### src/rtl/rr_priority_arbiter_pkg.sv
`default_nettype none
// ============================================================================
//  Module      : arb_pkg
//  Description : Shared definitions for the round-robin priority arbiter:
//                FSM state encoding and a minimum-1 clog2 helper used to
//                size the encoded grant index.
//  Revision    : 1.0 - initial release
// ============================================================================
package arb_pkg;

  // One-bit FSM encoding; the GRANT state bit doubles as the valid flag.
  localparam logic ST_IDLE  = 1'b0;
  localparam logic ST_GRANT = 1'b1;

  // Ceiling log2 that never returns less than 1, so an index port always
  // has at least one bit.
  function automatic int clog2_min1(input int n);
    int r;
    r = 0;
    for (int i = 0; i < 31; i++) begin
      if ((1 << i) < n) r = i + 1;
    end
    return (r < 1) ? 1 : r;
  endfunction

endpackage
`default_nettype wire

### src/rtl/rr_priority_arbiter_if.sv
`default_nettype none
// ============================================================================
//  Module      : rr_priority_arbiter_if
//  Description : Request/grant bundle between N requesting masters and the
//                arbiter.
//  Ports       : req[N-1:0]        request vector (master -> arbiter)
//                ack               grant accepted (master -> arbiter)
//                gnt_idx[W-1:0]    encoded grant index (arbiter -> master)
//                gnt_onehot[N-1:0] one-hot grant (arbiter -> master)
//                valid             grant active (arbiter -> master)
//  Revision    : 1.0 - initial release
// ============================================================================
interface rr_priority_arbiter_if #(
  parameter int N = 4
);
  localparam int W = arb_pkg::clog2_min1(N);

  logic [N-1:0] req;
  logic         ack;
  logic [W-1:0] gnt_idx;
  logic [N-1:0] gnt_onehot;
  logic         valid;

  modport master (
    output req,
    output ack,
    input  gnt_idx,
    input  gnt_onehot,
    input  valid
  );

  modport slave (
    input  req,
    input  ack,
    output gnt_idx,
    output gnt_onehot,
    output valid
  );

endinterface
`default_nettype wire

### src/rtl/rr_priority_arbiter_pick.sv
`default_nettype none
// ============================================================================
//  Module      : rr_pick
//  Description : Combinational winner selection. Round-robin mode searches
//                req starting at ptr and wrapping at N; fixed mode picks the
//                highest-index active request.
//  Ports       : req[N-1:0]  request vector
//                ptr[W-1:0]  first index searched in round-robin mode (< N)
//                fixed       1 = MSB-priority selection, ptr ignored
//                idx[W-1:0]  winning index (0 when no request)
//                any         at least one request active
//  Revision    : 1.0 - initial release
// ============================================================================
module rr_pick
  import arb_pkg::*;
#(
  parameter  int N = 4,
  localparam int W = clog2_min1(N)
) (
  input  logic [N-1:0] req,
  input  logic [W-1:0] ptr,
  input  logic         fixed,
  output logic [W-1:0] idx,
  output logic         any
);

  localparam logic [2*N-1:0] c_one_dbl = {{(2*N-1){1'b0}}, 1'b1};

  logic [2*N-1:0] w_dbl;
  logic [2*N-1:0] w_mask;
  logic [2*N-1:0] w_masked;
  logic [W-1:0]   w_rr_idx;
  logic           w_rr_found;
  logic [W-1:0]   w_fx_idx;

  // Concatenating req with itself turns the wrap-around search into a
  // straight low-to-high scan: bits below ptr in the lower copy are masked,
  // and the upper copy supplies the wrapped part of the order.
  assign w_dbl    = {req, req};
  assign w_mask   = ~((c_one_dbl << ptr) - c_one_dbl);
  assign w_masked = w_dbl & w_mask;

  always_comb begin
    w_rr_found = 1'b0;
    w_rr_idx   = '0;
    for (int i = 0; i < 2 * N; i++) begin
      if (!w_rr_found && w_masked[i]) begin
        w_rr_found = 1'b1;
        w_rr_idx   = (i >= N) ? W'(i - N) : W'(i);
      end
    end
  end

  // Last match wins, giving MSB priority.
  always_comb begin
    w_fx_idx = '0;
    for (int i = 0; i < N; i++) begin
      if (req[i]) w_fx_idx = W'(i);
    end
  end

  assign any = |req;
  assign idx = fixed ? w_fx_idx : w_rr_idx;

endmodule
`default_nettype wire

### src/rtl/rr_priority_arbiter.sv
`default_nettype none
// ============================================================================
//  Module      : rr_priority_arbiter
//  Description : N-way round-robin arbiter with grant lock. A grant stays
//                frozen until acknowledged; on acknowledge the pointer moves
//                past the winner and a new winner is loaded in the same cycle
//                when requests remain. All outputs are registered.
//  Ports       : clk        rising-edge clock
//                reset      asynchronous active-high reset
//                fixed_prio (only with RR_ARB_FIXED_PRIO_EN) 1 = MSB priority
//                bus        rr_priority_arbiter_if.slave request/grant bundle
//  Options     : RR_ARB_FIXED_PRIO_EN adds the fixed_prio input.
//  Revision    : 1.0 - initial release
// ============================================================================
module rr_priority_arbiter
  import arb_pkg::*;
#(
  parameter int N = 4
) (
  input  logic                        clk,
  input  logic                        reset,
`ifdef RR_ARB_FIXED_PRIO_EN
  input  logic                        fixed_prio,
`endif
  rr_priority_arbiter_if.slave        bus
);

  localparam int W = clog2_min1(N);
  localparam logic [W-1:0] c_last  = W'(N - 1);
  localparam logic [N-1:0] c_one_n = {{(N-1){1'b0}}, 1'b1};

  logic         r_state;
  logic [W-1:0] r_ptr;
  logic [W-1:0] r_idx;
  logic [N-1:0] r_onehot;

  logic         w_state_nxt;
  logic [W-1:0] w_ptr_nxt;
  logic [W-1:0] w_idx_nxt;
  logic [N-1:0] w_onehot_nxt;
  logic         w_accept;
  logic         w_fixed;
  logic [W-1:0] w_pick_idx;
  logic         w_pick_any;

`ifdef RR_ARB_FIXED_PRIO_EN
  // Only consulted when a new winner is loaded, so toggling it during a
  // locked grant has no effect on that grant.
  assign w_fixed = fixed_prio;
`else
  assign w_fixed = 1'b0;
`endif

  // ack only counts while a grant is held.
  assign w_accept = (r_state == ST_GRANT) && bus.ack;

  // Pointer moves past the accepted winner, wrapping at N rather than 2^W.
  // The picker searches from this next pointer so a re-grant after ack sees
  // the rotated priority in the same cycle.
  assign w_ptr_nxt = !w_accept       ? r_ptr :
                     (r_idx == c_last) ? '0  : r_idx + W'(1);

  rr_pick #(
    .N (N)
  ) u_pick (
    .req   (bus.req),
    .ptr   (w_ptr_nxt),
    .fixed (w_fixed),
    .idx   (w_pick_idx),
    .any   (w_pick_any)
  );

  // State register
  always_ff @(posedge clk or posedge reset) begin
    if (reset) begin
      r_state  <= ST_IDLE;
      r_ptr    <= '0;
      r_idx    <= '0;
      r_onehot <= '0;
    end else begin
      r_state  <= w_state_nxt;
      r_ptr    <= w_ptr_nxt;
      r_idx    <= w_idx_nxt;
      r_onehot <= w_onehot_nxt;
    end
  end

  // Next-state logic
  always_comb begin
    w_state_nxt = r_state;
    case (r_state)
      ST_IDLE: begin
        if (w_pick_any) w_state_nxt = ST_GRANT;
      end
      ST_GRANT: begin
        if (bus.ack) w_state_nxt = w_pick_any ? ST_GRANT : ST_IDLE;
      end
      default: w_state_nxt = ST_IDLE;
    endcase
  end

  // Next grant outputs: load a fresh winner from IDLE or on accept,
  // otherwise hold; zero whenever the arbiter falls back to IDLE.
  always_comb begin
    w_idx_nxt    = r_idx;
    w_onehot_nxt = r_onehot;
    case (r_state)
      ST_IDLE: begin
        if (w_pick_any) begin
          w_idx_nxt    = w_pick_idx;
          w_onehot_nxt = c_one_n << w_pick_idx;
        end else begin
          w_idx_nxt    = '0;
          w_onehot_nxt = '0;
        end
      end
      ST_GRANT: begin
        if (bus.ack) begin
          if (w_pick_any) begin
            w_idx_nxt    = w_pick_idx;
            w_onehot_nxt = c_one_n << w_pick_idx;
          end else begin
            w_idx_nxt    = '0;
            w_onehot_nxt = '0;
          end
        end
      end
      default: begin
        w_idx_nxt    = '0;
        w_onehot_nxt = '0;
      end
    endcase
  end

  assign bus.valid      = (r_state == ST_GRANT);
  assign bus.gnt_idx    = r_idx;
  assign bus.gnt_onehot = r_onehot;

endmodule
`default_nettype wire

### src/flat_wrapper.sv
// flat-port wrapper written by rule: the top's interface ports become plain ports
module rr_priority_arbiter_flat import arb_pkg::*;
#(
  parameter int N = 4
)
  (clk, reset, bus_req, bus_ack, bus_gnt_idx, bus_gnt_onehot, bus_valid);
  rr_priority_arbiter_if #(.N(N)) bus_i ();
  input  logic clk;
  input  logic reset;
  input wire logic [$bits(bus_i.req)-1:0] bus_req;
  input wire logic [$bits(bus_i.ack)-1:0] bus_ack;
  output wire logic [$bits(bus_i.gnt_idx)-1:0] bus_gnt_idx;
  output wire logic [$bits(bus_i.gnt_onehot)-1:0] bus_gnt_onehot;
  output wire logic [$bits(bus_i.valid)-1:0] bus_valid;
  assign bus_i.req = bus_req;
  assign bus_i.ack = bus_ack;
  assign bus_gnt_idx = bus_i.gnt_idx;
  assign bus_gnt_onehot = bus_i.gnt_onehot;
  assign bus_valid = bus_i.valid;
  rr_priority_arbiter #(.N(N)) u_core (.clk(clk), .reset(reset), .bus(bus_i));
endmodule
### config.mk
export PLATFORM = sky130hd
export DESIGN_NAME = rr_priority_arbiter_flat
export DESIGN_NICKNAME = d
export VERILOG_FILES = /design/src/rtl/rr_priority_arbiter_pkg.sv /design/src/rtl/rr_priority_arbiter_if.sv /design/src/rtl/rr_priority_arbiter_pick.sv /design/src/rtl/rr_priority_arbiter.sv /design/src/flat_wrapper.sv
export SDC_FILE = /design/constraint.sdc
export NUM_CORES = 1
export LEC_CHECK = 0
export BUFFER_PORTS_ARGS = -buffer_cell sky130_fd_sc_hd__buf_2
export CORE_AREA = 2 2 39 41
export CTS_CLUSTER_DIAMETER = 120
export CTS_CLUSTER_SIZE = 30
export DETAILED_ROUTE_END_ITERATION = 10
export DIE_AREA = 0 0 41 43
export PLACE_DENSITY = 0.7
export SETUP_SLACK_MARGIN = 0.4
export SKIP_CTS_REPAIR_TIMING = 1
export SKIP_LAST_GASP = 1
export SLEW_MARGIN = 30
export SYNTH_ARGS = -nofsm -noshare
export SYNTH_HDL_FRONTEND = slang
export SYNTH_HIERARCHICAL = 1
export SYNTH_SLANG_ARGS = --single-unit
### constraint.sdc
create_clock -name clk -period 3.8 [get_ports clk]
set_input_delay 0.19 -clock clk [delete_from_list [all_inputs] [get_ports clk]]
set_output_delay 0.19 -clock clk [all_outputs]
set_load 0.01 [all_outputs]
* Yosys cells after proc, flatten, opt, wreduce, memory -nomap -nowiden
Index checks and enable logic that the tools add are counted.
** Word-level totals
- Register bits after elaboration :: 9
- Bits of input ports :: 7
- Output and inout port bits :: 7
** Cells by class
- Add/sub/neg operators :: 2
- Eq/ne operators :: 2
- Shift operators :: 2
- Multiplexer cells :: 25
- Bitwise operators :: 3
- Reduce and logical (&&, ||, !) cells :: 16
** Operators by type and width (number)
- 2-to-1 mux 2 bit :: 10
- 2-to-1 mux 1 bit :: 10
- bitwise AND 8 bit :: 1
- logical AND 1 bit :: 8
- 2-to-1 mux 4 bit :: 2
- inverter 8 bit :: 1
- one-hot mux 4 bit (2 select lines) :: 1
- << shifter 1 x 2 -> 8 bit (first input constant) :: 1
- subtractor 8 x 1 -> 8 bit (second input constant) :: 1
- zero test 1 bit :: 7
- one-hot mux 2 bit (2 select lines) :: 1
- OR reduction 4 bit :: 1
- << shifter 1 x 2 -> 4 bit (first input constant) :: 1
- adder 2 x 1 -> 2 bit (second input constant) :: 1
- == test 2 bit (second input constant) :: 1
- != test 2 bit (second input constant) :: 1
- one-hot mux 1 bit (2 select lines) :: 1
- inverter 1 bit :: 1

* Logic depth before layout (Yosys ltp)
Gate-level depths: netlist of the first run.
- Depth after elaboration :: 33
- Mapped depth :: 11
- Depth with buffers taken out :: 11

* Cells and area by module
Netlist of the first run, hierarchy kept.
** By module, submodules not included
- rr_priority_arbiter :: times used 1, cells each 33, area each 432.9 um^2, seq. area each 225.2 um^2
- rr_pick :: times used 1, cells each 25, area each 162.7 um^2, seq. area each 0.0 um^2

* Worst setup path before layout of the first run
OpenSTA, ideal clock, no wires.
- Path type :: reg-to-reg
- From :: register u_core.r_idx[0], in the netlist u_core/bus.gnt_idx[0]
- To :: register u_core.r_onehot[1], in the netlist u_core/bus.gnt_onehot[1]
- Arrival time :: 2453 ps
- Data required time :: 3675 ps
- Setup slack :: 1222 ps
- Stages on the path, launching flop included :: 11
- Clock period less this slack :: 2578 ps
- Path through :: dfrtp_1 ha_1 mux2_2 or2_1 ha_1 nand2b_4 nand2_1 a2bb2oi_1 o31ai_2 and3b_1 mux2_4
** Between the ends
- Cells in the longest elaborated chain, start to end :: 33
** RTL lines
- from (decl) :: RTL line rr_priority_arbiter.sv:34 : logic [W-1:0] r_idx;
- from (signal assigned) :: RTL line rr_priority_arbiter.sv:83 : r_idx <= w_idx_nxt;
- adder 2 x 1 -> 2 bit / == test 2 bit (equally long branches) :: RTL line rr_priority_arbiter.sv:61 : (r_idx == c_last) ? '0 : r_idx + W'(1);
- 2-to-1 mux 2 bit * :: RTL line rr_priority_arbiter.sv:61
- 2-to-1 mux 2 bit * :: RTL line rr_priority_arbiter.sv:60 : assign w_ptr_nxt = !w_accept ? r_ptr :
- named net u_core.w_ptr_nxt[1] :: RTL line rr_priority_arbiter.sv:38 : logic [W-1:0] w_ptr_nxt;
- << shifter 1 x 2 -> 8 bit * :: RTL line rr_priority_arbiter_pick.sv:40 : assign w_mask = ~((c_one_dbl << ptr) - c_one_dbl);
- subtractor 8 x 1 -> 8 bit * :: RTL line rr_priority_arbiter_pick.sv:40
- inverter 8 bit * :: RTL line rr_priority_arbiter_pick.sv:40
- bitwise AND 8 bit * :: RTL line rr_priority_arbiter_pick.sv:41 : assign w_masked = w_dbl & w_mask;
- [... 19 more ...]
- zero test 1 bit :: RTL line rr_priority_arbiter_pick.sv:47 : if (!w_rr_found && w_masked[i]) begin
- logical AND 1 bit :: RTL line rr_priority_arbiter_pick.sv:47
- 2-to-1 mux 2 bit * :: RTL line rr_priority_arbiter_pick.sv:47
- named net u_core.w_pick_idx[1] :: RTL line rr_priority_arbiter.sv:43 : logic [W-1:0] w_pick_idx;
- << shifter 1 x 2 -> 4 bit * :: RTL line rr_priority_arbiter.sv:111, rr_priority_arbiter.sv:121
- 2-to-1 mux 4 bit * :: RTL line rr_priority_arbiter.sv:109, rr_priority_arbiter.sv:119
- 2-to-1 mux 4 bit :: RTL line rr_priority_arbiter.sv:118 : if (bus.ack) begin
- one-hot mux 4 bit (2 select lines) * :: RTL line rr_priority_arbiter.sv:107 : case (r_state)
- to (signal assigned) :: RTL line rr_priority_arbiter.sv:84 : r_onehot <= w_onehot_nxt;
- to (decl) :: RTL line rr_priority_arbiter.sv:35 : logic [N-1:0] r_onehot;
The timed path passes the listed nets; every way through them passes the cells marked *. The select of a mux whose other input is x is not followed.
A chain may end at the register's enable or synchronous reset.

* Final worst setup path of the first run
- From :: register u_core.r_idx[0], in the netlist u_core/bus.gnt_idx[0]
- To :: register u_core.r_onehot[2], in the netlist u_core/bus.gnt_onehot[2]
Same word-level chain as after synthesis.

==> results of run 1 <==
final cells by class:
class	count	area, sq um
Multi-Input combinational cell	47	355.3
Fill cell	151	663.1
Inverter	5	18.77
Tap cell	16	20.02
Sequential cell	9	225.2
Clock buffer	4	26.28
Timing Repair Buffer	14	75.07
worst register-to-register path: cells and delay by family (launching register included):
family                     cells  cell delay [ns]
DFF                            1             0.41
muxes                          2             0.55
and+or+nand+nor                3             0.55
adders and majority gates      2             0.60
AOI/OAI and AO/OA              1             0.48
cell usage after synthesis (2+ instances only):
cell type,count
sky130_fd_sc_hd__and3b_1,2
sky130_fd_sc_hd__mux2i_1,2
sky130_fd_sc_hd__nand2b_4,2
sky130_fd_sc_hd__ha_1,2
sky130_fd_sc_hd__dfrtp_1,9
sky130_fd_sc_hd__nand2_1,7
sky130_fd_sc_hd__a21oi_1,2
sky130_fd_sc_hd__nand2b_1,2
sky130_fd_sc_hd__mux2_4,4
sky130_fd_sc_hd__nor2_1,3
sky130_fd_sc_hd__mux2_2,2
sky130_fd_sc_hd__inv_1,5
where the power goes:
group | switching [mW] | internal, mW
clock network | 0.0354 | 0.0406
registers | 0.0199 | 0.133
logic | 0.121 | 0.129
metal layers:
metal | up-vias | share of wire | GRT usage
met5 | - | 0 | 0
met4 | 0 | 0.048 | 0.1600
met3 | 5 | 0.053 | 0.01571
met2 | 16 | 0.47 | 0.2188
met1 | 206 | 0.43 | 0.1699
li1 | 236 | - | -
sequential cells by signal, indices dropped and copies added (netlist names):
name and flops:
u_core/bus.gnt_idx 2, u_core/bus.gnt_onehot 4, u_core/bus.valid 1, u_core/r_ptr 2
placed cells by master (no fill, tap or decap):
cell type,instances
sky130_fd_sc_hd__a211oi_1,1
sky130_fd_sc_hd__nand2_1,7
sky130_fd_sc_hd__a21o_1,1
sky130_fd_sc_hd__o21ai_0,1
sky130_fd_sc_hd__dfrtp_1,9
sky130_fd_sc_hd__a2bb2oi_1,1
sky130_fd_sc_hd__buf_2,13
sky130_fd_sc_hd__o22ai_1,1
sky130_fd_sc_hd__a21oi_1,2
sky130_fd_sc_hd__or4_1,1
sky130_fd_sc_hd__o21a_1,1
sky130_fd_sc_hd__and3_1,1
sky130_fd_sc_hd__clkbuf_4,3
sky130_fd_sc_hd__nor2_1,3
sky130_fd_sc_hd__nand2b_2,1
sky130_fd_sc_hd__dlygate4sd3_1,1
sky130_fd_sc_hd__ha_1,2
sky130_fd_sc_hd__mux2_2,2
sky130_fd_sc_hd__mux2_4,4
sky130_fd_sc_hd__nor2b_1,1
sky130_fd_sc_hd__and3b_1,2
sky130_fd_sc_hd__mux2i_1,2
sky130_fd_sc_hd__conb_1,5
sky130_fd_sc_hd__or2_1,1
sky130_fd_sc_hd__o31ai_2,1
sky130_fd_sc_hd__nor3b_1,1
sky130_fd_sc_hd__nand2b_1,2
sky130_fd_sc_hd__nor4_1,1
sky130_fd_sc_hd__nand2b_4,2
sky130_fd_sc_hd__clkbuf_1,1
sky130_fd_sc_hd__inv_1,5
kinds of logic after synthesis:
kind of cell | Yosys count | synth area share
compound gates | 9 | 0.1093
fa+ha+maj | 2 | 0.04201
buf+inv | 6 | 0.05042
flops | 9 | 0.3782
mux | 8 | 0.1723
other cells | 1 | 0.006296
simple gates | 23 | 0.2417
worst paths after layout:
check                                                     start                                    to  depth (start not counted)
max                           u_core/bus.gnt_idx[0]$_DFFE_PP0P_  u_core/bus.gnt_onehot[2]$_DFFE_PP0P_                          8
min                                                     bus_ack            u_core/bus.valid$_DFF_PP0_                          3
max reg2reg                   u_core/bus.gnt_idx[0]$_DFFE_PP0P_  u_core/bus.gnt_onehot[2]$_DFFE_PP0P_                          8
min reg2reg                u_core/bus.gnt_onehot[1]$_DFFE_PP0P_  u_core/bus.gnt_onehot[1]$_DFFE_PP0P_                          1
max in group asynchronous                                 reset     u_core/bus.gnt_idx[0]$_DFFE_PP0P_                          3
min in group asynchronous                                 reset  u_core/bus.gnt_onehot[3]$_DFFE_PP0P_                          3
through the flow:
step                utilization  hold WS [ns]
floorplan                     -       0.01792
global placement         0.4946        0.1614
detailed placement       0.4946        0.1676
CTS                      0.5136       -0.1196
global route             0.5208        0.3363
finish                   0.5208        0.3160
==> metrics.md, run 1 <==
| Metric | Value |
|---|---|
| Number of antenna-violating nets in the routed design | 0 |
| Required @ worst endpoint | 3.95 ns |
| Arrival time at the worst endpoint | 2.85 ns |
| RSZ-0062 raised after global routing | false |
| Total number of nets in the final design | 89 |
| Gate family responsible for the most delay along the worst path | adder cells |
| Kind of end point of the critical path | flop |
| First-pass GRT wire length | 1711 um |
| Clk Latency, worst-skew pair | 0.26 ns |
| Number of standard cells in the final layout excluding fillers | 95 |
| Total detailed-routing wirelength | 1054 um |
| Port Buffers | 13 |
| Worst vdd ir | 312.3 uV |
| Headroom to the max-slew limit | 0.6381 |
| GRT Resource Usage Total | 0.1504 |
| Library cell with the largest summed area after synthesis | sky130_fd_sc_hd__dfrtp_1 |
| Post-detail-place hpwl | 817.7 um |
| Synthesized area per cell | 10.27 sq um |
| Number of buffers created by CTS | 3 |
| Total Power Consumption | 0.4785 mW |
| Number of hold violations in the final report | 0 |
| Count of final setup violators | 0 |
| Share of synthesized area occupied by flip-flops and latches | 0.3782 |
| Boundary pin count | 14 |
| Initial cell density of the core | 0.4304 |
| Number of enable flip-flop cells after synthesis | 0 |
| Cell repeated most along the worst path | sky130_fd_sc_hd__ha_1 |
| Final GP Congestion | 0.7664 |
| DR iter-0 viols | 1 |
| Overall overflow remaining after global route | 0 |
| Clock sinks | 9 |
| Power density over the cells | 664.0 nW/um^2 |
| Vias in the first global route | 426 |
| Flop-to-flop setup slack | 1.10 ns |
| Horizontal extent of the die | 41 um |
| Sum of negative setup slack | 0 ns |
| Antenna violations before repair | 0 |
| Max Clock Skew | 0.001533 ns |
| Post-placement setup slack | 1.073 ns |
| Clock Path Buffers | 2 |
| Tightest Hold Check Type | in2reg |
| Standard-cell row count | 14 |
| Max Cap Viol | 0 |
| H-tree levels | 1 |
| Layout overhead on the synthesized area | 21.01% |
| Number of placed cells counting well taps | 90 |
| CTS tree | done |
| Pin count of the biggest net entering global routing | 10 |
| Die Outline Area | 1763 sq um |
| Critical path class | reg2reg |
| Routed WL per cell | 11.09 um |
| CP Launch Type | flop |
| Antenna diode instance count | 0 |
| DR DRC count | 0 |
| Most frequently used flop master after synthesis | sky130_fd_sc_hd__dfrtp_1 |
| Fraction of post-synthesis cell area in the top cell type by area | 0.3782 |
| CTS root buf | sky130_fd_sc_hd__clkbuf_4 |
| Number of storage elements in the synthesis netlist | 9 |
| Number of instances in the synthesized netlist | 58 |
| Slew at the pin with the worst max-slew slack | 0.5396 ns |
| Drt first pass iters | 2 |
| Critical path fanouts, max | 6 |
| Result of the run | finished, final reports clean |
| Reported leakage power | 0.3829 nW |
| Clock-pin transition on the worst setup and hold timing paths | 0.06 ns |
| Fraction of layout instances using a drive strength above 1 | 0.3291 |
| Netlist area before placement | 595.6 sq um |
| Cell breakdown of the critical path | ha_1 > mux2_2 > or2_1 > ha_1 > nor4_1 > a211oi_1 > and3b_1 > mux2_4 |
| Yosys warning count | 6 |
| Placed Instance Area | 684.4 sq um |
| Worst path setup slack after routing | 1.102 ns |
| Cell area after layout | 720.7 sq um |
| Average via count per standard cell | 4.874 |
| Slowest library cell on the worst path | sky130_fd_sc_hd__a211oi_1 |
| Buffer and inverter count on the worst path | 0 |
| Total number of vias | 463 |
| Main area contributors after synthesis | sky130_fd_sc_hd__dfrtp_1 38%, sky130_fd_sc_hd__mux2_4 10%, sky130_fd_sc_hd__nand2b_4 4.6%, sky130_fd_sc_hd__nand2_1 4.4%, sky130_fd_sc_hd__ha_1 4.2% |
| Fmax | 370.6 MHz |
| Area of the placeable core | 1384 sq um |
| Share of the cycle needed by the critical path after routing | 0.7101 |
| Time the final worst path needs with I/O delays and setup | 2.698 ns |
| Number of max-slew violations in the final report | 0 |
| Number of different library cells in the post-synthesis netlist | 28 |
| Chip height | 43 um |
| Worst path max stage delay | 0.48 ns |
| Asr flop ratio synth | 1.000 |
Note: power is estimated with default switching activity, not from simulation.
==> run 2: changes to the inputs <==
==> constraint.sdc (replaced) <==
create_clock -name clk -period 2.5 [get_ports clk]
set_input_delay 0.125 -clock clk [delete_from_list [all_inputs] [get_ports clk]]
set_output_delay 0.125 -clock clk [all_outputs]
set_load 0.01 [all_outputs]
==> run 2 against run 1 <==
  * Maximum frequency grew 8.5%
  * Largest power group unchanged
  * Clock power up 49%
  * Combinational power grew 120%
  * Die area unchanged
==> metrics.md, run 2 (synthesis results as in run 1) <==
| Metric | Value |
|---|---|
| Result of the run | finished, final reports clean |
| Slowest library cell on the worst path | sky130_fd_sc_hd__dfrtp_1 |
| Initial cell density of the core | 0.4304 (unchanged) |
| Number of cell instances on the worst register-to-register path | 11 (+3) |
| Clock Path Buffers | 2 (unchanged) |
| Boundary pin count | 14 (unchanged) |
| Multi-input gate area | 394.1 sq um (+11%) |
| Critical path class | reg2reg |
| Port Buffers | 13 (unchanged) |
| Vias in the first global route | 481 (+13%) |
| Drt first pass iters | 2 (unchanged) |
| Total area of sequential cells | 225.2 sq um (unchanged) |
| Power density over the cells | 1090 nW/um^2 (+64%) |
| Filler cell count | 131 (-13%) |
| Post-detail-place hpwl | 889.4 um (+8.8%) |
| RSZ-0062 raised after global routing | true |
| Cell breakdown of the critical path | ha_1 > mux2_4 > or2_4 > ha_4 > nand2b_4 > nand2_2 > a2bb2oi_1 > o31ai_2 > buf_4 > nor3b_1 > mux2_4 |
| Most common cell after layout, fill and taps aside | sky130_fd_sc_hd__buf_2 |
| Chip height | 43 um (unchanged) |
| Layout overhead on the synthesized area | 37.82% |
| Number of antenna-violating nets in the routed design | 0 (unchanged) |
| Antenna diode instance count | 0 (unchanged) |
| Overall overflow remaining after global route | 0 (unchanged) |
| Worst path setup slack after routing | 0.01408 ns (-1.088 ns) |
| Max Cap Viol | 0 (unchanged) |
| First-pass GRT wire length | 1952 um (+14%) |
| Number of cells traversed by the worst hold path | 3 (unchanged) |
| Number of hold violations in the final report | 0 (unchanged) |
| Count of final setup violators | 0 (unchanged) |
| Required @ worst endpoint | 2.65 ns (-1.30 ns) |
| Horizontal extent of the die | 41 um (unchanged) |
| CTS root buf | sky130_fd_sc_hd__clkbuf_4 |
| Routed WL per cell | 11.26 um (+1.5%) |
| DR iter-0 viols | 2 (+1) |
| Arrival time at the worst endpoint | 2.64 ns (-0.21 ns) |
| Highest-count cells in the layout ignoring fill and taps | 13 x sky130_fd_sc_hd__buf_2, 9 x sky130_fd_sc_hd__dfrtp_1, 8 x sky130_fd_sc_hd__buf_4 |
| Pin count of the biggest net entering global routing | 10 (unchanged) |
| Time the final worst path needs with I/O delays and setup | 2.486 ns (-0.2123 ns) |
| Worst hold slack after final layout | 0.2527 ns (-0.06333 ns) |
| Antenna violations before repair | 0 (unchanged) |
| Cell repeated most along the worst path | sky130_fd_sc_hd__mux2_4 |
| Placed Instance Area | 752.0 sq um (+9.9%) |
| Cell area after layout | 820.8 sq um (+14%) |
| Clock sinks | 9 (unchanged) |
| Kind of end point of the critical path | flop |
| Die Outline Area | 1763 sq um (unchanged) |
| Reported leakage power | 0.4321 nW (+13%) |
| Area of the placeable core | 1384 sq um (unchanged) |
| Total detailed-routing wirelength | 1160 um (+10%) |
| Total number of nets in the final design | 97 (+9.0%) |
| Total number of vias | 502 (+8.4%) |
| Clk Latency, worst-skew pair | 0.27 ns (about the same) |
| Max Clock Skew | 0.006268 ns (+0.004735 ns) |
| GRT Resource Usage Total | 0.1672 (+0.01682) |
| Critical path fanouts, max | 4 (-2) |
| Final GP Congestion | 0.7585 (-1.0%) |
| CP Launch Type | flop |
| CTS tree | done |
| Worst vdd ir | 626.8 uV (+100%) |
| Clock-pin transition on the worst setup and hold timing paths | 0.06 ns (about the same) |
| Number of buffers created by CTS | 3 (unchanged) |
| Post-placement setup slack | -0.03694 ns (-1.110 ns) |
| DR DRC count | 0 (unchanged) |
| Worst path max stage delay | 0.39 ns (-0.09 ns) |
| Fraction of layout instances using a drive strength above 1 | 0.4828 (+0.1536) |
| Fmax | 402.3 MHz (+8.5%) |
| Standard-cell row count | 14 (unchanged) |
| Number of max-slew violations in the final report | 0 (unchanged) |
| Largest register FFs | 4 (unchanged) |
| H-tree levels | 1 (unchanged) |
| Tightest Hold Check Type | in2reg |
| Average via count per standard cell | 4.874 (about the same) |
| Share of the cycle needed by the critical path after routing | 0.9944 (+0.2843) |
==> run 2: worst paths after layout <==
path,startpoint,end,slack (ns)
max,u_core/bus.gnt_idx[1]$_DFFE_PP0P_,u_core/bus.gnt_onehot[0]$_DFFE_PP0P_,0.01
min,bus_ack,u_core/r_ptr[1]$_DFF_PP0_,0.25
max reg2reg,u_core/bus.gnt_idx[1]$_DFFE_PP0P_,u_core/bus.gnt_onehot[0]$_DFFE_PP0P_,0.01
min reg2reg,u_core/bus.gnt_onehot[1]$_DFFE_PP0P_,u_core/bus.gnt_onehot[1]$_DFFE_PP0P_,0.51
max in group asynchronous,reset,u_core/bus.gnt_onehot[2]$_DFFE_PP0P_,1.89
min in group asynchronous,reset,u_core/bus.gnt_onehot[1]$_DFFE_PP0P_,0.35
==> run 2: cell type report <==
| type | instances | share of cell area |
|---|---|---|
| multi-input cells | 47 | 0.4802 |
| flip-flops and latches | 9 | 0.2744 |
| clock inverters | 1 | 0.006098 |
| well taps | 16 | 0.02439 |
| inverters | 5 | 0.02287 |
| repair buffers | 22 | 0.1646 |
| clock buffers | 3 | 0.02744 |
==> run 2: where the power goes <==
part / leakage, nW / internal, mW / switching (mW)
logic: 0.306 / 0.315 / 0.240
registers: 0.108 / 0.202 / 0.0248
clock network: 0.0177 / 0.0591 / 0.0540
==> run 2: per-layer routing <==
layer / up-vias / share of wire / GRT usage / routed length [um]
li1: 250 / - / - / -
met1: 232 / 0.40 / 0.1887 / 468
met2: 15 / 0.51 / 0.2531 / 594
met3: 5 / 0.045 / 0.03141 / 52
met4: 0 / 0.038 / 0.1400 / 44
met5: - / 0 / 0 / 0
==> run 2: through the flow <==
stage                TNS, ns  std cells    util  total power [mW]
finish                     0        103  0.5931            0.8946
global route         -0.2087        103  0.5931            0.9724
CTS                  -0.1454        101  0.5633            0.8425
detailed placement  -0.07455         97  0.5434            0.7213
global placement    -0.02544         97  0.5434            0.7089
floorplan                  0         62       -            0.5498
==> run 2: critical path: cells and delay by family (launching register included) <==
family	cells	cell delay (ns)
buf+inv	1	0.17
mux	2	0.55
flops	1	0.39
fa+ha+maj	2	0.45
compound gates	2	0.40
simple gates	4	0.41
